## src/rtl/ftoi_sched.sv

```systemverilog
// rtl/ftoi_sched.sv - round-robin shared fp32->int32 converter with credit-gated per-requester result FIFOs
// Optional: define FTOI_SCHED_SAT_EN to saturate out-of-range results to int32 min/max.
module ftoi_sched #(
    parameter int N_REQ = 2,
    parameter int LAT   = 2,
    parameter int DEPTH = 2
) (
    input  logic                clk,
    input  logic                rstn,
    input  logic [N_REQ-1:0]    req_valid,
    output logic [N_REQ-1:0]    req_ready,
    input  logic [32*N_REQ-1:0] req_data,
    output logic [N_REQ-1:0]    resp_valid,
    input  logic [N_REQ-1:0]    resp_ready,
    output logic [32*N_REQ-1:0] resp_data,
    output logic                busy
);
    localparam int IDW = $clog2(N_REQ);
    localparam int CW  = $clog2(DEPTH + 1);
    localparam int PW  = (DEPTH > 1) ? $clog2(DEPTH) : 1;

    // Truncating conversion; exponents at or above 158 wrap (unspecified range).
    function automatic logic [31:0] f_ftoi(input logic [31:0] f);
        logic [31:0] mag;
        mag = {8'd0, 1'b1, f[22:0]};
        if (f[30:23] < 8'd127)
            mag = '0;
        else if (f[30:23] >= 8'd150)
            mag = mag << (f[30:23] - 8'd150);
        else
            mag = mag >> (8'd150 - f[30:23]);
        return f[31] ? (~mag + 32'd1) : mag;
    endfunction

    logic             r_live;
    logic [IDW-1:0]   r_ptr;
    logic [CW-1:0]    r_credit [N_REQ];
    logic [N_REQ-1:0] w_elig;
    logic [N_REQ-1:0] w_grant;
    logic [N_REQ-1:0] w_pop;
    logic [IDW-1:0]   w_idx;
    logic [IDW-1:0]   w_gnt_id;
    logic             w_gnt_any;
    logic [31:0]      w_op;

    always_comb begin
        w_elig    = '0;
        w_grant   = '0;
        w_gnt_id  = r_ptr;
        w_gnt_any = 1'b0;
        w_idx     = '0;
        w_op      = '0;
        for (int i = 0; i < N_REQ; i++)
            w_elig[i] = req_valid[i] && (r_credit[i] != '0);
        for (int k = 1; k <= N_REQ; k++) begin
            w_idx = IDW'((int'(r_ptr) + k) % N_REQ);
            if (r_live && !w_gnt_any && w_elig[w_idx]) begin
                w_gnt_any      = 1'b1;
                w_gnt_id       = w_idx;
                w_grant[w_idx] = 1'b1;
            end
        end
        for (int i = 0; i < N_REQ; i++)
            if (w_grant[i]) w_op = req_data[32*i +: 32];
    end

    assign req_ready = w_grant;

    always_ff @(posedge clk or negedge rstn) begin
        if (!rstn) begin
            r_live <= 1'b0;
            r_ptr  <= IDW'(N_REQ - 1);
        end else begin
            r_live <= 1'b1;
            if (w_gnt_any) r_ptr <= w_gnt_id;
        end
    end

    logic           r_s1_vld;
    logic [IDW-1:0] r_s1_id;
    logic [31:0]    r_s1_op;
    logic [31:0]    w_core;

    always_ff @(posedge clk or negedge rstn) begin
        if (!rstn) begin
            r_s1_vld <= 1'b0;
            r_s1_id  <= '0;
            r_s1_op  <= '0;
        end else begin
            r_s1_vld <= w_gnt_any;
            if (w_gnt_any) begin
                r_s1_id <= w_gnt_id;
                r_s1_op <= w_op;
            end
        end
    end

    always_comb begin
        w_core = f_ftoi(r_s1_op);
`ifdef FTOI_SCHED_SAT_EN
        if (r_s1_op[30:23] >= 8'd158)
            w_core = r_s1_op[31] ? 32'h8000_0000 : 32'h7FFF_FFFF;
`endif
    end

    logic           w_wr_vld;
    logic [IDW-1:0] w_wr_id;
    logic [31:0]    w_wr_data;
    logic           w_tail_busy;

    generate
        if (LAT == 1) begin : g_lat1
            assign w_wr_vld    = r_s1_vld;
            assign w_wr_id     = r_s1_id;
            assign w_wr_data   = w_core;
            assign w_tail_busy = 1'b0;
        end else begin : g_latn
            logic           r_t_vld [LAT-1];
            logic [IDW-1:0] r_t_id  [LAT-1];
            logic [31:0]    r_t_res [LAT-1];

            always_ff @(posedge clk or negedge rstn) begin
                if (!rstn) begin
                    for (int k = 0; k < LAT-1; k++) begin
                        r_t_vld[k] <= 1'b0;
                        r_t_id[k]  <= '0;
                        r_t_res[k] <= '0;
                    end
                end else begin
                    r_t_vld[0] <= r_s1_vld;
                    r_t_id[0]  <= r_s1_id;
                    r_t_res[0] <= w_core;
                    for (int k = 1; k < LAT-1; k++) begin
                        r_t_vld[k] <= r_t_vld[k-1];
                        r_t_id[k]  <= r_t_id[k-1];
                        r_t_res[k] <= r_t_res[k-1];
                    end
                end
            end

            always_comb begin
                w_tail_busy = 1'b0;
                for (int k = 0; k < LAT-1; k++)
                    w_tail_busy = w_tail_busy | r_t_vld[k];
            end

            assign w_wr_vld  = r_t_vld[LAT-2];
            assign w_wr_id   = r_t_id[LAT-2];
            assign w_wr_data = r_t_res[LAT-2];
        end
    endgenerate

    logic [31:0]      r_mem  [N_REQ][DEPTH];
    logic [PW-1:0]    r_rptr [N_REQ];
    logic [PW-1:0]    r_wptr [N_REQ];
    logic [CW-1:0]    r_cnt  [N_REQ];
    logic [N_REQ-1:0] w_wr;

    always_comb begin
        w_wr       = '0;
        resp_valid = '0;
        resp_data  = '0;
        for (int i = 0; i < N_REQ; i++) begin
            w_wr[i]               = w_wr_vld && (w_wr_id == IDW'(i));
            resp_valid[i]         = (r_cnt[i] != '0);
            resp_data[32*i +: 32] = r_mem[i][r_rptr[i]];
        end
    end

    assign w_pop = resp_valid & resp_ready;

    always_ff @(posedge clk) begin
        for (int i = 0; i < N_REQ; i++)
            if (w_wr[i]) r_mem[i][r_wptr[i]] <= w_wr_data;
    end

    // Credits cover both in-flight ops and queued entries, so a write never finds its FIFO full.
    always_ff @(posedge clk or negedge rstn) begin
        if (!rstn) begin
            for (int i = 0; i < N_REQ; i++) begin
                r_rptr[i]   <= '0;
                r_wptr[i]   <= '0;
                r_cnt[i]    <= '0;
                r_credit[i] <= CW'(DEPTH);
            end
        end else begin
            for (int i = 0; i < N_REQ; i++) begin
                if (w_wr[i])
                    r_wptr[i] <= (r_wptr[i] == PW'(DEPTH - 1)) ? '0 : r_wptr[i] + PW'(1);
                if (w_pop[i])
                    r_rptr[i] <= (r_rptr[i] == PW'(DEPTH - 1)) ? '0 : r_rptr[i] + PW'(1);
                case ({w_wr[i], w_pop[i]})
                    2'b10:   r_cnt[i] <= r_cnt[i] + CW'(1);
                    2'b01:   r_cnt[i] <= r_cnt[i] - CW'(1);
                    default: r_cnt[i] <= r_cnt[i];
                endcase
                case ({w_grant[i], w_pop[i]})
                    2'b10:   r_credit[i] <= r_credit[i] - CW'(1);
                    2'b01:   r_credit[i] <= r_credit[i] + CW'(1);
                    default: r_credit[i] <= r_credit[i];
                endcase
            end
        end
    end

    assign busy = r_s1_vld | w_tail_busy | (|resp_valid);

endmodule

```

## config.mk

```make
export PLATFORM = sky130hd
export DESIGN_NAME = ftoi_sched
export DESIGN_NICKNAME = d
export VERILOG_FILES = /design/src/rtl/ftoi_sched.sv
export SDC_FILE = /design/constraint.sdc
export NUM_CORES = 1
export LEC_CHECK = 0
export ABC_AREA = 1
export CAP_MARGIN = 20
export CORE_MARGIN = 2
export CORE_UTILIZATION = 25
export CTS_CLUSTER_DIAMETER = 80
export DETAILED_ROUTE_END_ITERATION = 10
export MAX_ROUTING_LAYER = met4
export REMOVE_ABC_BUFFERS = 1
export SLEW_MARGIN = 0
export SYNTH_ARGS = -nofsm -noshare
export SYNTH_HDL_FRONTEND = slang
export SYNTH_SLANG_ARGS = --single-unit
```

## constraint.sdc

```tcl
create_clock -name clk -period 4.41 [get_ports clk]
set_input_delay 0.882 -clock clk [delete_from_list [all_inputs] [get_ports clk]]
set_output_delay 0.882 -clock clk [all_outputs]
set_load 0.05 [all_outputs]
```

==> results_dict.tcl, run 1 <==
set metrics [dict create \
    clk_path_buf_depth 3 \
    critPathKind "flip-flop to flip-flop" \
    clock_sinks 210 \
    drive_above_1_share 0.0763 \
    ctsHoldBuffers 0 \
    rsz0062_at_grt "no" \
    r2r-start "r_s1_op[25]" \
    drc 0 \
    ys_types 41 \
    stdcell_area_mm2 0.0152 \
    cp-start-kind "flip-flop" \
    syn_area_mm2 0.0122 \
    first_pass_iters 5 \
    finClkSkew_ns 0.0136 \
    fmax_ghz 0.274 \
    hold_path_class "input pin to asynchronous set/reset pin" \
    n_antenna_cell 0 \
    ys_ff_latch 210 \
    grt_pass1_wl_um 60600 \
    endpoint_kind "flip-flop" \
    yosys_most_used_dff "edfxtp_1" \
    cts_tree "yes" \
    slew_headroom 0.511 \
    vias_per_cell 4.75 \
    synthCells 1580 \
    clockRootBuffer "clkbuf_16" \
    maxSlewViolCount 0 \
    avgSynthCellArea_um2 7.70 \
    die_w_um 225 \
    ff2ff_path_depth 25 \
    grt_pass1_vias 10555 \
    cts_buffers 24 \
    antenna_found_initial 0 \
    numPortBuffers 138 \
    synth-edff-count 128 \
    htreeDepth 1 \
    start_util 0.254 \
    core_mm2 0.0478 \
    worstPathMaxFanout 19 \
    track_usage 0.158 \
    reg2reg_to "g_latn.r_t_res[16]" \
    drt_wl_total_um 38900 \
    nNetsFinal 1791 \
    utilization 0.317 \
    detail-route-antenna-nets 0 \
    required_ns 4.82 \
    fp.dieArea_mm2 0.0504 \
    seq_area_frac_synth 0.485 \
    gp_congestion 0.910 \
    dpl-instance-area_mm2 0.0143 \
    grt_max_degree 55 \
    n_fill_cell 5135 \
    globalRouteOverflowTotal 0 \
    core.rowCount 80 \
    ioPinCount 139 \
    tightest_slew_ns 0.733 \
    arrival_ns 4.06 \
    final_cell_mix "634 x nand2_1, 287 x nand3_1, 135 x clkdlybuf4s50_1" \
    areaGrowthSynthToFinish_pct 24.6 \
    async_flop_share 0.390 \
    clkLatencyLatePin_ns 0.53 \
    wire_per_inst_um 16.6 \
    setup_violations 0 \
    r2r_slack_ns 0.76 \
    num_vias 11131 \
    die_h_um 225 \
    cts_resized 0 \
    clk_pin_slew_ns 0.06 \
    final_common_cell "nand2_1" \
    cts_post_setup_buffers_inserted 0 \
    post-route-min-period_ns 3.65 \
    status "complete, no violations" \
    fin_crit_sh 0.829 \
    dpl.hpwl_um 29300 \
    dr.first_iter.drc_count 839 \
    yosys_warnings 0 \
    maxCapViolations 0 \
    hold_viol 0 \
]
-- stage by stage --
stage,setup TNS (ns),hold WS [ns],std cells,setup slack (ns)
global placement,0,0.363,2300,0.862
detailed placement,0,0.375,2300,0.772
global route,0,0.401,2344,0.362
finish,0,0.378,2344,0.756
floorplan,-5.54,0.354,1505,-0.355
CTS,0,0.389,2344,0.743
-- sequential cells by signal (all words and copies together) (netlist names), 2 cells and up --
name / count
r_mem: 128
r_rptr: 2
r_wptr: 2
r_credit: 4
r_cnt: 4
r_s1_op: 32
g_latn.r_t_res: 32
-- how the worst max path moves through the flow --
| stage | start | endpoint | slack [ns] | cells past startpoint |
|---|---|---|---|---|
| 6_report | r_s1_op[25] | g_latn.r_t_res[16] | 0.76 | 25 |
| 5_1_grt | r_s1_op[25] | g_latn.r_t_res[16] | 0.36 | 25 |
| 4_1_cts | r_s1_op[25] | g_latn.r_t_res[16] | 0.74 | 25 |
| 3_5_place_dp | r_s1_op[25] | g_latn.r_t_res[16] | 0.77 | 25 |
| 3_3_place_gp | r_s1_op[25] | g_latn.r_t_res[16] | 0.86 | 25 |
| 2_1_floorplan | r_s1_op[23] | g_latn.r_t_res[12] | -0.35 | 17 |
-- area by class of cell --
class                      count  area (µm²)  area share
sequential                   210        5900       0.389
multi-input combinational   1201        5570       0.368
timing repair buffer         180        1740       0.115
tap                          615         769      0.0508
clock buffer                  34         689      0.0455
inverter                      94         353      0.0233
clock inverter                10         134     0.00883
-- synthesized netlist by cell type (3+ instances only) --
cell type / count / area, µm²
a21oi_1: 32 / 160
a221o_1: 16 / 160
buf_1: 8 / 30.0
buf_2: 17 / 85.1
buf_4: 4 / 30.0
buf_6: 6 / 67.6
clkbuf_1: 40 / 150
clkinv_1: 6 / 22.5
dfrtp_1: 79 / 1980
dfstp_2: 3 / 78.8
edfxtp_1: 128 / 3840
ha_1: 10 / 125
inv_1: 77 / 289
inv_2: 11 / 41.3
nand2_1: 634 / 2380
nand2_2: 11 / 68.8
nand3_1: 287 / 1440
nand3_2: 6 / 60.1
nand4_1: 31 / 194
nor2_1: 74 / 278
o21ai_0: 43 / 215
o21ai_1: 7 / 35.0
xnor2_1: 10 / 87.6
xor2_1: 16 / 140
-- kinds of logic (layout without fill, tap and decap cells) --
family	Yosys count	in the layout	synth area share
DFF	210	210	0.485
adders and majority gates	10	10	0.0103
other	1	1	0.000308
AOI/OAI and AO/OA	105	105	0.0519
and+or+nand+nor	1058	1058	0.374
xor gates and xnor gates	27	27	0.0201
buffers and inverters	169	318	0.0588
-- worst max-delay path: stages, from the launching register on --
cell	delay, ns
dfrtp_1	0.48
ha_1	0.27
nand2_1	0.07
nand2_1	0.11
nand2_1	0.12
nand2_1	0.07
nand2_2	0.09
nand2_2	0.23
nand2_1	0.18
nor2_1	0.08
nand2_1	0.10
nand3_1	0.06
nand2_1	0.12
inv_2	0.04
nand3_1	0.06
nand2_1	0.05
inv_1	0.06
nand2_1	0.09
nand2_1	0.14
ha_1	0.16
inv_1	0.05
a21oi_1	0.23
nand3_1	0.18
nand2_2	0.24
nand2_1	0.11
xor2_1	0.15
-- routing by layer --
metal / track usage / up-vias / routed length, µm
li1: - / 5529 / -
met1: 0.215 / 5208 / 18100
met2: 0.249 / 353 / 17900
met3: 0.0183 / 41 / 2010
met4: 0.0404 / 0 / 867
met5: - / - / 0
Power of run 1 is left out: the tool's default activity adds up to more than one toggle a clock period on the data nets, which glitch-free logic cannot reach.
==> run 2, diff against run 1 <==
==> constraint.sdc (replaced) <==
create_clock -name clk -period 3.6 [get_ports clk]
set_input_delay 0.72 -clock clk [delete_from_list [all_inputs] [get_ports clk]]
set_output_delay 0.72 -clock clk [all_outputs]
set_load 0.05 [all_outputs]
==> results_dict.tcl, run 2 (synthesized netlist as in run 1, its figures left out) <==
set metrics [dict create \
    fin_crit_sh 0.923 \
    ctsHoldBuffers 0 \
    detail-route-antenna-nets 0 \
    gp_congestion 0.893 \
    layout_setup_ws_ns 0.277 \
    clock_sinks 210 \
    areaGrowthSynthToFinish_pct 26.1 \
    largest_reg_flops 128 \
    nNetsFinal 1824 \
    clockRootBuffer "clkbuf_16" \
    dr.first_iter.drc_count 924 \
    cts_tree "yes" \
    post-route-min-period_ns 3.32 \
    drive_above_1_share 0.142 \
    grt_pass1_wl_um 60000 \
    clkLatencyLatePin_ns 0.54 \
    layout.area.seq_mm2 0.00590 \
    n_antenna_cell 0 \
    multi_input_area_mm2 0.00570 \
    arrival_ns 3.80 \
    fmax_ghz 0.301 \
    grt_max_degree 55 \
    endpoint_kind "flip-flop" \
    r2r_slack_ns 0.28 \
    final_cell_mix "627 x nand2_1, 284 x nand3_1, 132 x buf_4" \
    maxSlewViolCount 0 \
    die_h_um 225 \
    ioPinCount 139 \
    hold_path_class "input pin to asynchronous set/reset pin" \
    maxCapViolations 0 \
    drt_wl_total_um 38300 \
    antenna_found_initial 0 \
    first_pass_iters 6 \
    cts_buffers 24 \
    drc 0 \
    num_vias 11175 \
    cts_post_setup_buffers_inserted 0 \
    start_util 0.254 \
    n_fill_cell 5122 \
    hold_viol 0 \
    grt_pass1_vias 10704 \
    setup_violations 0 \
    die_w_um 225 \
    finClkSkew_ns 0.0153 \
    vias_per_cell 4.70 \
    numPortBuffers 138 \
    wire_per_inst_um 16.1 \
    r2r-start "r_s1_op[24]" \
    final_common_cell "nand2_1" \
    globalRouteOverflowTotal 0 \
    clk_pin_slew_ns 0.06 \
    tns_ns 0 \
    cts_resized 0 \
    utilization 0.321 \
    pre_cts_ws_ns 0.109 \
    track_usage 0.156 \
    clk_path_buf_depth 3 \
    cp-start-kind "flip-flop" \
    core_mm2 0.0478 \
    status "complete, no violations" \
    required_ns 4.08 \
    critPathKind "flip-flop to flip-flop" \
    core.rowCount 80 \
    tightest_slew_ns 0.856 \
    worstPathMaxFanout 9 \
    dpl.hpwl_um 29300 \
    startpoint "r_s1_op[24]" \
    fp.dieArea_mm2 0.0504 \
    htreeDepth 1 \
    slew_headroom 0.429 \
]
-- run 2: cell types whose count changed in the layout (fill, tap and decap cells not counted), moves of 4 or more --
| cell | before | now |
|---|---|---|
| buf_4 | 41 | 132 |
| clkdlybuf4s50_1 | 135 | 71 |
| nor2_1 | 70 | 61 |
| nor2_2 | 6 | 14 |
| nand2_1 | 634 | 627 |
| nand2_2 | 11 | 16 |
| o21ai_0 | 43 | 38 |
| o21ai_1 | 7 | 11 |
-- run 2: layout make-up --
cell class                 instances  share of cell area
inverter                          94              0.0232
sequential                       210               0.385
multi-input combinational       1204               0.371
clock buffer                      31              0.0415
timing repair buffer             210               0.120
tap                              615              0.0501
clock inverter                    13             0.00946
-- run 2: through the flow --
step / std cells / hold slack, ns / cell area, µm²
after detailed placement: 2330 / 0.370 / 14400
after CTS: 2374 / 0.246 / 15200
final: 2377 / 0.216 / 15300
after floorplan: 1505 / 0.354 / 11800
after global routing: 2377 / 0.275 / 15300
after global placement: 2330 / 0.364 / 14400
-- run 2: critical path, cell delays in order, from the launching register on --
cell and delay, ns:
dfrtp_2 0.46, ha_1 0.23, buf_4 0.15, o21ai_2 0.17, buf_4 0.14, nand3_1 0.10, nand2_4 0.18, nor2_4 0.08
nand3_1 0.09, nand3_1 0.13, nand3_1 0.14, nand3_1 0.19, nand3_1 0.16, nand2_2 0.11, nor2_1 0.14, nand3_1 0.17
nor3_2 0.20, nand2_1 0.12, nand2_1 0.10, nand3_1 0.09, nand2_1 0.09
-- run 2: path summary, 6_finish.rpt --
kind,end,depth (start not counted)
min in group clk,g_latn.r_t_vld,0
worst max register to register,g_latn.r_t_res[29],20
worst max-delay path,g_latn.r_t_res[29],20
worst min register to register,g_latn.r_t_vld,0
worst min-delay path,r_s1_op[13],1
max in group asynchronous,g_latn.r_t_res[23],2
-- run 2: per-layer routing --
layer	global-route usage	vias to the layer above	wire, µm
met2	0.252	361	17900
met1	0.208	5176	17400
met5	-	-	0
met3	0.0206	53	2120
met4	0.0412	0	945
li1	-	5585	-
Power of run 2 is left out for the same reason.
